<file path="config.mk">
export PLATFORM = sky130hd
export DESIGN_NAME = lsu_mem_ctrl
export DESIGN_NICKNAME = d
export VERILOG_FILES = /design/src/rtl/lsu_mem_ctrl.sv
export SDC_FILE = /design/constraint.sdc
export NUM_CORES = 1
export LEC_CHECK = 0
export ABC_AREA = 1
export BUFFER_PORTS_ARGS = -buffer_cell sky130_fd_sc_hd__buf_2
export CAP_MARGIN = 20
export CORE_UTILIZATION = 37
export DETAILED_ROUTE_END_ITERATION = 10
export PLACE_DENSITY = 0.64
export SKIP_CTS_REPAIR_TIMING = 1
export SLEW_MARGIN = 0
export SYNTH_ARGS = -nofsm -noshare
export SYNTH_HDL_FRONTEND = slang
export SYNTH_SLANG_ARGS = --single-unit
export TNS_END_PERCENT = 30
</file>
<file path="constraint.sdc">
create_clock -name i_clk -period 10.6 [get_ports i_clk]
set_clock_uncertainty 0.15 [all_clocks]
set_input_delay 1.06 -clock i_clk [delete_from_list [all_inputs] [get_ports i_clk]]
set_output_delay 1.06 -clock i_clk [all_outputs]
set_load 0.03 [all_outputs]
</file>
<file path="src/rtl/lsu_mem_ctrl.sv">
// Load/store controller in front of a word-addressed data memory: byte-addressed
// requests become word reads, read-modify-write for sub-word stores, and extended load data.
module lsu_mem_ctrl #(
   parameter int ADDR_WIDTH = 5,
   parameter int DATA_WIDTH = 32
) (
   input  logic                  i_clk,
   input  logic                  i_rst,
   input  logic                  i_req_valid,
   output logic                  o_req_ready,
   input  logic                  i_req_store,
   input  logic [1:0]            i_req_size,
   input  logic                  i_req_unsigned,
   input  logic [ADDR_WIDTH+1:0] i_req_addr,
   input  logic [DATA_WIDTH-1:0] i_req_wdata,
   output logic                  o_resp_valid,
   input  logic                  i_resp_ready,
   output logic [DATA_WIDTH-1:0] o_resp_rdata,
   output logic                  o_resp_err,
   output logic [ADDR_WIDTH-1:0] o_mem_addr,
   output logic [DATA_WIDTH-1:0] o_mem_wd,
   output logic                  o_mem_we,
   input  logic [DATA_WIDTH-1:0] i_mem_rd
);

   localparam logic [1:0] S_IDLE  = 2'd0;
   localparam logic [1:0] S_READ  = 2'd1;
   localparam logic [1:0] S_WRITE = 2'd2;
   localparam logic [1:0] S_RESP  = 2'd3;

   logic [1:0]            r_state;
   logic                  r_store;
   logic [1:0]            r_size;
   logic                  r_unsigned;
   logic [ADDR_WIDTH+1:0] r_addr;
   logic [DATA_WIDTH-1:0] r_wdata;
   logic [DATA_WIDTH-1:0] r_rdbuf;
   logic [DATA_WIDTH-1:0] r_rdata;
   logic                  r_err;

   logic                  w_illegal;
   logic [7:0]            w_byte;
   logic [15:0]           w_half;
   logic [DATA_WIDTH-1:0] w_load;
   logic [DATA_WIDTH-1:0] w_merge;

   assign w_illegal = (i_req_size == 2'b11)
                    | ((i_req_size == 2'b01) & i_req_addr[0])
                    | ((i_req_size == 2'b10) & (i_req_addr[1:0] != 2'b00));

   // Loads extract straight from the memory read port so the result is ready at the READ edge.
   always_comb begin
      w_byte = i_mem_rd[{r_addr[1:0], 3'b000} +: 8];
      w_half = r_addr[1] ? i_mem_rd[31:16] : i_mem_rd[15:0];
      case (r_size)
         2'b00:   w_load = {{(DATA_WIDTH-8){~r_unsigned & w_byte[7]}}, w_byte};
         2'b01:   w_load = {{(DATA_WIDTH-16){~r_unsigned & w_half[15]}}, w_half};
         default: w_load = i_mem_rd;
      endcase
   end

   always_comb begin
      w_merge = r_rdbuf;
      case (r_size)
         2'b00: w_merge[{r_addr[1:0], 3'b000} +: 8] = r_wdata[7:0];
         2'b01: begin
            if (r_addr[1]) w_merge[31:16] = r_wdata[15:0];
            else           w_merge[15:0]  = r_wdata[15:0];
         end
         default: w_merge = r_wdata;
      endcase
   end

   always_ff @(posedge i_clk or posedge i_rst) begin
      if (i_rst) begin
         r_state    <= S_IDLE;
         r_store    <= 1'b0;
         r_size     <= 2'b00;
         r_unsigned <= 1'b0;
         r_addr     <= '0;
         r_wdata    <= '0;
         r_rdbuf    <= '0;
         r_rdata    <= '0;
         r_err      <= 1'b0;
      end else begin
         case (r_state)
            S_IDLE: begin
               if (i_req_valid) begin
                  r_store    <= i_req_store;
                  r_size     <= i_req_size;
                  r_unsigned <= i_req_unsigned;
                  r_addr     <= i_req_addr;
                  r_wdata    <= i_req_wdata;
                  r_rdata    <= '0;
                  r_err      <= w_illegal;
                  r_state    <= w_illegal ? S_RESP : S_READ;
               end
            end
            S_READ: begin
               r_rdbuf <= i_mem_rd;
               if (!r_store) r_rdata <= w_load;
               r_state <= r_store ? S_WRITE : S_RESP;
            end
            S_WRITE: r_state <= S_RESP;
            S_RESP: begin
               if (i_resp_ready) r_state <= S_IDLE;
            end
            default: r_state <= S_IDLE;
         endcase
      end
   end

   // Memory-side outputs depend on registered state only, never on the request port.
   assign o_req_ready  = (r_state == S_IDLE) & ~i_rst;
   assign o_resp_valid = (r_state == S_RESP);
   assign o_resp_rdata = r_rdata;
   assign o_resp_err   = r_err;
   assign o_mem_addr   = r_addr[ADDR_WIDTH+1:2];
   assign o_mem_wd     = w_merge;
   assign o_mem_we     = (r_state == S_WRITE);

endmodule
</file>
# ---- Yosys cells after proc, flatten, opt, wreduce, memory -nomap -nowiden
# Index checks and enable logic that the tools add are counted.
dict set report totals {
  ff_bits 110
}
dict set report classes {
  addsub 1
  n_eq_ne 10
  shift 3
  muxes 14
  n_bitwise 9
  n_reduce_logical 7
}
# op n
set ops {}
lappend ops {{32-bit one-hot mux with 2 select lines} 3}
lappend ops {{32-bit two-way mux} 2}
lappend ops {{16-bit two-way mux} 3}
lappend ops {{32-bit bitwise mux} 1}
lappend ops {{8-bit by 7-bit variable shift with 32-bit output, first input constant} 1}
lappend ops {{32-bit by 6-bit variable part select with 8-bit output} 1}
lappend ops {{8-bit by 7-bit variable part select with 32-bit output} 1}
lappend ops {{2-bit == test, second input constant} 4}
lappend ops {{2-bit one-hot mux with 4 select lines} 1}
lappend ops {{5-bit negator with 7-bit output} 1}
lappend ops {{2-bit by 1-bit == test with 1-bit output, second input constant} 3}
lappend ops {{2-bit two-way mux} 3}
lappend ops {{1-bit AND} 5}
lappend ops {{2-bit logical NOT} 2}
lappend ops {{2-bit != test, second input constant} 2}
lappend ops {{2-bit AND reduction} 2}
lappend ops {{2-bit nonzero test} 2}
lappend ops {{3-bit AND reduction} 1}
lappend ops {{2-bit by 1-bit != test with 1-bit output, second input constant} 1}
lappend ops {{1-bit NOT} 2}
lappend ops {{1-bit OR} 2}
lappend ops {{1-bit two-way mux} 1}

# ---- Logic depth before layout (Yosys ltp)
# Gate-level depths: netlist of the first run.
dict set report logic_depth {
  word_depth 7
  ltp_mapped 12
  depth_no_buf 9
}

# ---- Least setup slack after synthesis of the first run
# Ideal clock, no wire load.
dict set report synth_timing {
  path_type {register -> output}
  startpoint {register r_addr[0]}
  endpoint {output port o_mem_wd[16]}
  arrival_time_ns 2.116
  required_time_ns 9.390
  setup_slack_ns 7.274
  path_stages_with_launch 8
  n_path_buf 1
  path_cell_list {dfrtp_1 clkbuf_1 inv_1 ha_1 nand3_1 nor2_1 a21oi_1 o21ai_0}
}
dict set report synth_via {
  elab_chain_cells 4
  elab_cells_between_ends 5
}
# element line
set synth_lines {}
lappend synth_lines {{start: declaration} 35} ;# logic [ADDR_WIDTH+1:0] r_addr;
lappend synth_lines {{start signal: assignment} 92} ;# r_addr <= i_req_addr;
lappend synth_lines {{5-bit negator with 7-bit output (*)} 65} ;# 2'b00: w_merge[{r_addr[1:0], 3'b000} +: 8] = r_wdata[7:0];
lappend synth_lines {{8-bit by 7-bit variable part select with 32-bit output or 8-bit by 7-bit variable shift with 32-bit output (tied branches)} 65}
lappend synth_lines {{32-bit bitwise mux (*)} 65}
lappend synth_lines {{32-bit one-hot mux with 2 select lines (*)} 64} ;# case (r_size)
lappend synth_lines {{end: declaration} 21} ;# output logic [DATA_WIDTH-1:0] o_mem_wd,
# Mark *: on every way between the ends. The rest lies on a longest branch, timed or not.

# ---- Worst setup path in the final report of the first run
dict set report layout_timing {
  startpoint {register r_addr[1]}
  endpoint {output port o_mem_wd[5]}
}
dict set report layout_via {
  elab_chain_cells 4
  elab_cells_between_ends 6
}
# element line
set layout_lines {}
lappend layout_lines {{5-bit negator with 7-bit output} 65}
lappend layout_lines {{8-bit by 7-bit variable part select with 32-bit output or 8-bit by 7-bit variable shift with 32-bit output (tied branches)} 65}
lappend layout_lines {{32-bit bitwise mux} 65}
lappend layout_lines {{32-bit one-hot mux with 2 select lines (*)} 64}
# Marked as above.

==> flow_metrics.py, run 1 <==
metrics = {
    "die": {
        "die-area_mm2": 0.01615,
        "initial_utilization": 0.3795,
        "io_pins": 152,
        "rows": 45,
        "die_y_um": 127.1,
        "die_w_um": 127.1,
        "core_area_mm2": 0.01526,
    },
    "grt": {
        "grt_overflow": 0,
        "antenna_found_initial": 1,
        "track_usage": 0.2242,
        "grt_pass1_wl_um": 27400,
        "grt_max_degree": 63,
        "grt_pass1_vias": 5072,
    },
    "worst_setup_path": {
        "end_kind": "output pin",
        "worstPathArrival_ns": 2.87,
        "cp_top_family": "compound AO/OA/AOI/OAI gates",
        "worstSetupPathType": "reg2out",
        "max_stage_delay_ns": 0.76,
        "endpoint": "o_mem_wd[5]",
        "critical_path.cell_chain": "inv_2 -> ha_1 -> inv_1 -> a41oi_1 -> o22ai_1 -> buf_2",
        "crit_slowest_cell": "a41oi_1",
        "cp_max_fo": 31,
        "cp-start-kind": "flip-flop",
        "r2r_start": "r_state[1]$_DFFE_PP0P_",
        "rrSetupSlack_ns": 7.66,
        "crit_start": "r_addr[1]$_DFFE_PP0P_",
        "worstPathRequired_ns": 9.39,
        "r2r-end": "o_resp_rdata[11]$_DFFE_PP0P_",
        "reg2reg_depth": 10,
        "path_depth": 6,
        "path_buf_inv": 3,
    },
    "outcome": {
        "status": "completed",
    },
    "min_path": {
        "hold_path_class": "reg2reg",
    },
    "sta": {
        "setup_viol": 0,
        "fmax_mhz": 244.9,
        "fin_tns_setup_ns": 0,
        "fin_crit_ns": 4.084,
        "hold_viol_final": 0,
        "relSlewSlack": 0.3799,
        "rsz0062_at_grt": "no",
        "timing.final.crit_share": 0.3852,
        "tightestPinTransition_ns": 0.9292,
        "maxSlewViolCount": 0,
        "hold_ws_ns": 0.3248,
    },
    "place": {
        "gp_congestion": 0.8737,
        "numPlacedInstances": 1083,
        "dp_hpwl_um": 12980,
        "portBuffers": 151,
    },
    "final_layout": {
        "fin_cells": 1101,
        "area_delta_synth_final_pct": 19.66,
        "utilization": 0.4541,
        "layout.nets": 973,
        "mostFrequentLayoutCells": "nand2_1, buf_2, dfrtp_1, o21ai_0, inv_1",
        "drive_gt1_frac": 0.2317,
        "final_common_cell": "nand2_1",
    },
    "route": {
        "wl_um": 17570,
        "wire_per_inst_um": 15.95,
        "via_count": 5476,
        "ant_nets": 0,
        "viasPerCell": 4.974,
        "drcViolationCount": 0,
        "drtIter0Drc": 402,
        "drt_first_pass_iters": 6,
    },
    "clock_tree": {
        "htree_levels": 3,
        "cts_made_buffers": 9,
        "cts-root-buf": "clkbuf_16",
        "cts_buffer_depth": 2,
        "clkTransAtPathRegs_ns": 0.07,
        "cts_tree": "built",
        "clock_latency_ns": 0.36,
        "clock-sinks": 110,
    },
    "synth": {
        "syn_area_mm2": 0.005791,
        "ys_warn_count": 0,
        "syn_nets": 847,
        "syn-instance-count": 758,
        "synth-seq-cells": 110,
        "avgSynthCellArea_um2": 7.639,
        "synth_cell_types": 33,
        "seq_area_frac_synth": 0.4754,
    },
    "run": {
        "drv_cap": 0,
    },
    "power": {
        "p_per_area_mw_per_mm2": 349.8,
        "peakVddDrop_mv": 0.2295,
        "finalPower_w": 0.002424,
        "cellLeakagePower_nw": 3.715,
    },
}
==> cell families (layout without fill, tap and decap cells) <==
family | Yosys count | after routing | synth area share
flops | 110 | 110 | 0.4754
fa+ha+maj | 10 | 10 | 0.02161
simple gates | 393 | 393 | 0.2854
buf+inv | 114 | 245 | 0.08470
compound gates | 131 | 131 | 0.1329
other cells | 0 | 1 | 0
==> worst min-delay path by stage <==
stage,from,endpoint,slack (ns),depth (start not counted)
2_1_floorplan,r_rdbuf[16]$_DFFE_PP0P_,r_rdbuf[16]$_DFFE_PP0P_,0.29,2
3_5_place_dp,o_resp_rdata[5]$_DFFE_PP0P_,o_resp_rdata[5]$_DFFE_PP0P_,0.31,2
6_report,o_resp_rdata[5]$_DFFE_PP0P_,o_resp_rdata[5]$_DFFE_PP0P_,0.32,2
5_1_grt,o_resp_rdata[16]$_DFFE_PP0P_,o_resp_rdata[16]$_DFFE_PP0P_,0.34,2
4_1_cts,o_resp_rdata[5]$_DFFE_PP0P_,o_resp_rdata[5]$_DFFE_PP0P_,0.33,2
3_3_place_gp,o_resp_rdata[4]$_DFFE_PP0P_,o_resp_rdata[4]$_DFFE_PP0P_,0.31,2
==> worst reg2reg max path: stages (launching register included) <==
cell and delay, ns:
dfrtp_1 0.41, inv_1 0.13, ha_1 0.17, buf_4 0.40
inv_1 0.33, nor2_1 0.22, nand2_1 0.14, o21ai_0 0.14
inv_1 0.46, nand2_1 0.21, nand2_1 0.07
==> where the power goes <==
part	total, W	internal, W	switching [W]
sequential	0.000713	0.000605	0.000107
clock	0.000325	0.000161	0.000164
combinational	0.00139	0.000388	0.000998
total	0.00242	0.00115	0.00127
==> layout make-up <==
cell class	count	area, um^2
Fill cell	1602	8329
Sequential cell	110	2753
Multi-Input combinational cell	534	2547
Timing Repair Buffer	157	813.3
Inverter	72	275.3
Tap cell	211	264.0
Clock buffer	9	225.2
Clock inverter	7	48.80
Antenna cell	1	2.502
==> registers in the layout, indices dropped and copies added (netlist names) <==
| register | count |
|---|---|
| r_rdbuf | 32 |
| r_state | 2 |
| r_store | 1 |
| r_unsigned | 1 |
| o_resp_err | 1 |
| r_addr | 7 |
| o_resp_rdata | 32 |
| r_wdata | 32 |
| r_size | 2 |
==> through the flow <==
step	instance area, um^2	setup slack (ns)
2_1_floorplan	5791	6.488
4_1_cts	6907	6.575
3_3_place_gp	6633	7.029
3_5_place_dp	6633	6.989
5_1_grt	6929	6.329
6_report	6929	6.516
==> layer usage <==
| layer | GRT usage | wire, um | share of wire | vias to the layer above |
|---|---|---|---|---|
| met5 | 0 | 0 | 0 | - |
| met4 | 0.06933 | 326 | 0.019 | 0 |
| met3 | 0.04523 | 1281 | 0.073 | 21 |
| met2 | 0.3368 | 7994 | 0.46 | 204 |
| met1 | 0.3251 | 7964 | 0.45 | 2569 |
| li1 | - | - | - | 2682 |
==> synth_stat cells <==
library cell  count  area (um^2)
a21oi_1           3        15.01
a22oi_1           8        60.06
a41oi_1           1        8.760
buf_1             1        3.750
buf_2            12        60.06
buf_4             5        37.54
buf_6             2        22.52
buf_8             1        15.01
clkbuf_1         21        78.83
clkinv_1          1        3.750
dfrtp_1         110         2753
ha_1             10        125.1
inv_1            67        251.5
inv_2             3        11.26
inv_4             1        6.260
nand2_1         332         1246
nand2_2           5        31.28
nand2_4           1        11.26
nand2_8           1        20.02
nand3_1          27        135.1
nand3_2          11        110.1
nand3_4           1        17.52
nor2_1            7        26.28
nor2_2            1        6.260
nor2_4            1        11.26
o2111ai_1         8        70.07
o211ai_1          6        45.04
o21ai_0          76        380.4
o21ai_1           1        5.000
o21ai_2           1        8.760
o221ai_1          3        26.28
o22ai_1          24        150.1
or2_2             6        37.54
No activity file was read; power rests on OpenSTA's default activity.
==> inputs of run 2 (changes only) <==
PLACE_DENSITY = 0.67   (was 0.64)
clock period = 3.4 ns   (was 10.6 ns; I/O delays follow)
==> run 2 against run 1 <==
  * Die area did not move
  * Clock-buffer cell count rose by 1
  * Via count rose by 0.55%
  * Non-clock buffer count rose by 3
  * Critical path depth rose by 1
  * Design area rose by 0.47%
  * Combinational power rose to 3.1 times the previous value
  * Clock power rose to 3.3 times the previous value
  * Flip-flop and latch count did not move
  * Sequential share of layout area fell by 0.19 points
  * Hold slack got worse by 0.30 ns
  * Register-to-register slack got worse by 6.9 ns
  * Critical path type unchanged
  * Largest power group unchanged
==> flow_metrics.py, run 2 (same netlist as run 1, synthesis figures left out) <==
metrics = {
    "clock_tree": {
        "cts_tree": "built",
        "cts-root-buf": "clkbuf_16",
        "htree_levels": 3,
        "clkTransAtPathRegs_ns": 0.08,
        "cts_buffer_depth": 2,
        "cts_made_buffers": 9,
        "clock_latency_ns": 0.36,
        "clock-sinks": 110,
    },
    "worst_setup_path": {
        "worstPathArrival_ns": 2.70,
        "worstSetupPathType": "reg2out",
        "max_stage_delay_ns": 0.54,
        "crit_slowest_cell": "dfrtp_1",
        "worstPathRequired_ns": 2.91,
        "cp-start-kind": "flip-flop",
        "path_buf_inv": 2,
        "cp_max_fo": 31,
        "end_kind": "output pin",
        "reg2reg_depth": 9,
        "critical_path.cell_chain": "inv_4 -> ha_1 -> nand3_1 -> o22ai_1 -> nand2_1 -> o211ai_1 -> buf_2",
        "cp_top_family": "flip-flops",
        "path_depth": 7,
    },
    "die": {
        "die_w_um": 127.1,
        "die-area_mm2": 0.01615,
        "rows": 45,
        "io_pins": 152,
        "initial_utilization": 0.3795,
        "die_y_um": 127.1,
        "core_area_mm2": 0.01526,
    },
    "min_path": {
        "hold_path_class": "in2reg",
        "whs_path_depth": 3,
    },
    "final_layout": {
        "fin_cells": 1104,
        "area_delta_synth_final_pct": 20.22,
        "drive_gt1_frac": 0.2321,
        "fin_area_mm2": 0.006962,
        "final_common_cell": "nand2_1",
        "layout.nets": 976,
        "mostFrequentLayoutCells": "nand2_1, buf_2, dfrtp_1, o21ai_0, inv_1",
    },
    "route": {
        "drt_first_pass_iters": 5,
        "ant_nets": 0,
        "dr_wl_met3_um": 1344,
        "drcViolationCount": 0,
        "wl_met2_um": 8131,
        "drt-met1-wl_um": 8284,
        "via_count": 5506,
        "top_layer_used": "met5",
        "wire_per_inst_um": 16.44,
        "viasPerCell": 4.987,
        "wl_um": 18150,
        "drtIter0Drc": 541,
    },
    "sta": {
        "rsz0062_at_grt": "no",
        "fmax_mhz": 313.2,
        "setup_viol": 0,
        "relSlewSlack": 0.2781,
        "hold_ws_ns": 0.02034,
        "timing.final.crit_share": 0.9392,
        "fin_crit_ns": 3.193,
        "hold_viol_final": 0,
        "tightestPinTransition_ns": 1.082,
        "fin_tns_setup_ns": 0,
        "maxSlewViolCount": 0,
    },
    "place": {
        "gp_congestion": 0.8738,
        "portBuffers": 151,
        "placed_cell_area_mm2": 0.006655,
        "numPlacedInstances": 1086,
        "dp_hpwl_um": 13500,
    },
    "grt": {
        "grt_pass1_vias": 5190,
        "track_usage": 0.2321,
        "antenna_found_initial": 2,
        "grt_pass1_wl_um": 28390,
        "grt_max_degree": 53,
        "grt_overflow": 0,
    },
    "power": {
        "peakVddDrop_mv": 0.6254,
        "cellLeakagePower_nw": 3.724,
        "p_per_area_mw_per_mm2": 1099,
    },
    "outcome": {
        "status": "completed",
    },
    "run": {
        "drv_cap": 0,
    },
}
-- run 2: per-stage QoR --
step	util	setup slack, ns	power [W]
2_1_floorplan	-	0.007699	0.005398
3_3_place_gp	0.4362	0.5839	0.006533
3_5_place_dp	0.4362	0.5338	0.006585
4_1_cts	0.4553	0.1353	0.007658
5_1_grt	0.4561	0.02323	0.008193
6_report	0.4563	0.2066	0.007651
-- run 2: layout make-up --
class                      count  area, um^2
timing repair buffer         160       825.8
inverter                      72       277.8
antenna                        1       2.502
clock inverter                 6       62.56
clock buffer                  10       229.0
tap                          211       264.0
fill                        1578        8297
multi-input combinational    534        2547
sequential                   110        2753
-- run 2: per-layer routing --
layer  vias up  track usage
met1      2553       0.3267
met4         2      0.08473
met3        30      0.04816
li1       2682            -
met5         -            0
met2       239       0.3529
-- run 2: tightest hold or removal path, cell delays in order --
cell and delay [ns]:
buf_2 0.07, nand2_1 0.04, nand2_1 0.04
-- run 2: where the power goes --
part / switching (W) / internal, W
Combinational: 0.00311 / 0.00121
Sequential: 0.000380 / 0.00189
Clock: 0.000491 / 0.000570
Total: 0.00398 / 0.00367
-- run 2: final timing paths --
kind | from | endpoint | slack (ns)
max | r_addr[1]$_DFFE_PP0P_ | o_mem_wd[12] | 0.21
min in group asynchronous | i_rst | r_addr[5]$_DFFE_PP0P_ | 0.45
min | i_req_wdata[19] | r_wdata[19]$_DFFE_PP0P_ | 0.02
max reg2reg | r_state[0]$_DFFE_PP0P_ | o_resp_rdata[30]$_DFFE_PP0P_ | 0.78
max in group asynchronous | i_rst | r_rdbuf[9]$_DFFE_PP0P_ | 1.74
min reg2reg | o_resp_rdata[22]$_DFFE_PP0P_ | o_resp_rdata[22]$_DFFE_PP0P_ | 0.33
==> inputs of run 3 (changes only) <==
CTS_BUF_LIST = sky130_fd_sc_hd__clkbuf_4   (was not set)
RECOVER_POWER = 100   (was not set)
==> run 3 against run 2 <==
  * The flow now finishes with violations (capacitance limit, slew limit)
  * Non-clock buffer count rose by 69
  * Total power shrank 4.7%
  * Flip-flop and latch count is the same
  * Wire length grew 4.6%
  * Design area is 6.9% higher
  * Global-route usage decreased by 0.20 points
  * Sequential share of layout area shrank 2.5 points
  * Die area unchanged
  * Largest cell class unchanged
  * Clock-buffer cell count unchanged
==> flow_metrics.py, run 3 (same netlist as run 1, synthesis figures left out) <==
metrics = {
    "worst_setup_path": {
        "max_stage_delay_ns": 0.58,
        "cp_max_fo": 31,
        "crit_slowest_cell": "dfrtp_1",
        "r2r_start": "r_state[0]$_DFFE_PP0P_",
        "cp-start-kind": "flip-flop",
        "crit_start": "r_addr[1]$_DFFE_PP0P_",
        "worstSetupPathType": "reg2out",
        "worstPathArrival_ns": 2.72,
        "end_kind": "output pin",
        "critical_path.cell_chain": "inv_6 -> ha_2 -> nand3_1 -> o22ai_1 -> nand2_1 -> o221ai_1 -> buf_2",
        "worstPathRequired_ns": 2.91,
    },
    "die": {
        "die-area_mm2": 0.01615,
        "core_area_mm2": 0.01526,
        "die_y_um": 127.1,
        "die_w_um": 127.1,
        "initial_utilization": 0.3795,
        "rows": 45,
        "io_pins": 152,
    },
    "final_layout": {
        "area_delta_synth_final_pct": 28.48,
        "final_common_cell": "nand2_1",
        "mostFrequentLayoutCells": "nand2_1, dfrtp_1, buf_2, o21ai_0, dlygate4sd3_1",
        "layout.nets": 1045,
        "drive_gt1_frac": 0.1738,
        "fin_cells": 1173,
        "fillers": 1544,
    },
    "grt": {
        "grt_overflow": 0,
        "grt_max_degree": 53,
        "grt_pass1_vias": 5153,
        "track_usage": 0.2300,
        "antenna_found_initial": 1,
        "grt_pass1_wl_um": 28120,
    },
    "route": {
        "drtIter0Drc": 479,
        "ant_nets": 0,
        "wire_per_inst_um": 16.18,
        "drt_first_pass_iters": 5,
        "wl_um": 18980,
        "drcViolationCount": 0,
        "viasPerCell": 4.905,
        "via_count": 5753,
    },
    "run": {
        "drv_cap": 1,
    },
    "sta": {
        "setup_viol": 0,
        "maxSlewViolCount": 43,
        "fin_tns_setup_ns": 0,
        "timing.final.crit_share": 0.9438,
        "fmax_mhz": 311.6,
        "fin_crit_ns": 3.209,
        "tightestPinTransition_ns": 1.952,
        "relSlewSlack": -0.3087,
        "hold_viol_final": 0,
        "rsz0062_at_grt": "no",
    },
    "place": {
        "dp_hpwl_um": 13500,
        "portBuffers": 151,
        "gp_congestion": 0.8738,
        "numPlacedInstances": 1086,
    },
    "clock_tree": {
        "clkTransAtPathRegs_ns": 0.17,
        "cts-root-buf": "clkbuf_4",
        "clock-sinks": 110,
        "cts_tree": "built",
        "htree_levels": 3,
        "clock_latency_ns": 0.50,
        "cts_made_buffers": 9,
        "cts_buffer_depth": 2,
    },
    "min_path": {
        "hold_path_class": "in2reg",
        "hold_start": "i_mem_rd[22]",
    },
    "power": {
        "peakVddDrop_mv": 0.6426,
        "p_per_area_mw_per_mm2": 980.5,
        "cellLeakagePower_nw": 3.768,
    },
    "outcome": {
        "violations": "capacitance limit, slew limit",
        "status": "finished, violations left",
    },
}
==> run 3: changes by cell type in the layout (fill, tap and decap cells not counted), sizes merged <==
cell	previous run	this run
inv	71	70
buf	159	86
dlygate4sd3	1	70
clkinvlp	3	4
clkbuf	10	83
==> run 3: worst max-delay path: cells and delay by family (launching register included) <==
family                   cells  cell delay [ns]
buffers and inverters        2             0.49
AO/OA/AOI/OAI                2             0.34
adder cells (fa/ha/maj)      1             0.35
AND/OR/NAND/NOR              2             0.45
flip-flops                   1             0.58
==> run 3: stage by stage <==
| step | instance area (um^2) | setup WS (ns) | hold WS, ns | util | power, W |
|---|---|---|---|---|---|
| after floorplan | 5791 | 0.007699 | 0.2927 | - | 0.005398 |
| after global placement | 6655 | 0.5839 | 0.2936 | 0.4362 | 0.006533 |
| after detailed placement | 6655 | 0.5338 | 0.2979 | 0.4362 | 0.006585 |
| after CTS | 6793 | -0.04910 | -0.2769 | 0.4452 | 0.007261 |
| after global routing | 7440 | 0.01127 | 0.02158 | 0.4876 | 0.007821 |
| final | 7440 | 0.1910 | 0.008702 | 0.4876 | 0.007294 |
==> run 3: where the power goes <==
part	internal [W]	leakage, nW	switching, W
clock	0.000229	0.0684	0.000450
sequential	0.00188	1.39	0.000394
combinational	0.00120	2.31	0.00314
total	0.00331	3.77	0.00398
==> run 3: metal layers <==
layer | share of wire | vias to the layer above | global-route usage
li1 | - | 2820 | -
met1 | 0.46 | 2677 | 0.3264
met2 | 0.46 | 227 | 0.3478
met3 | 0.063 | 29 | 0.04564
met4 | 0.021 | 0 | 0.08543
met5 | 0 | - | 0
==> run 3: final timing paths <==
check	depth (start not counted)	slack (ns)	end
setup reg to reg	8	0.30	r_wdata[3]$_DFFE_PP0P_
min in group asynchronous	3	0.72	r_wdata[0]$_DFFE_PP0P_
setup / recovery	7	0.19	o_mem_wd[15]
hold / removal	3	0.009	r_rdbuf[22]$_DFFE_PP0P_
max in group asynchronous	4	0.72	r_rdbuf[10]$_DFFE_PP0P_
hold reg to reg	2	0.35	o_resp_rdata[22]$_DFFE_PP0P_
==> run 3: layout make-up <==
cell class,count,area [um^2],area share
inverters,72,279.0,0.03750
well taps,211,264.0,0.03549
clock buffers,10,75.07,0.01009
diodes,1,2.502,0.0003364
multi-input cells,534,2554,0.3433
repair buffers,229,1449,0.1948
clock inverters,6,62.56,0.008409
flip-flops and latches,110,2754,0.3702
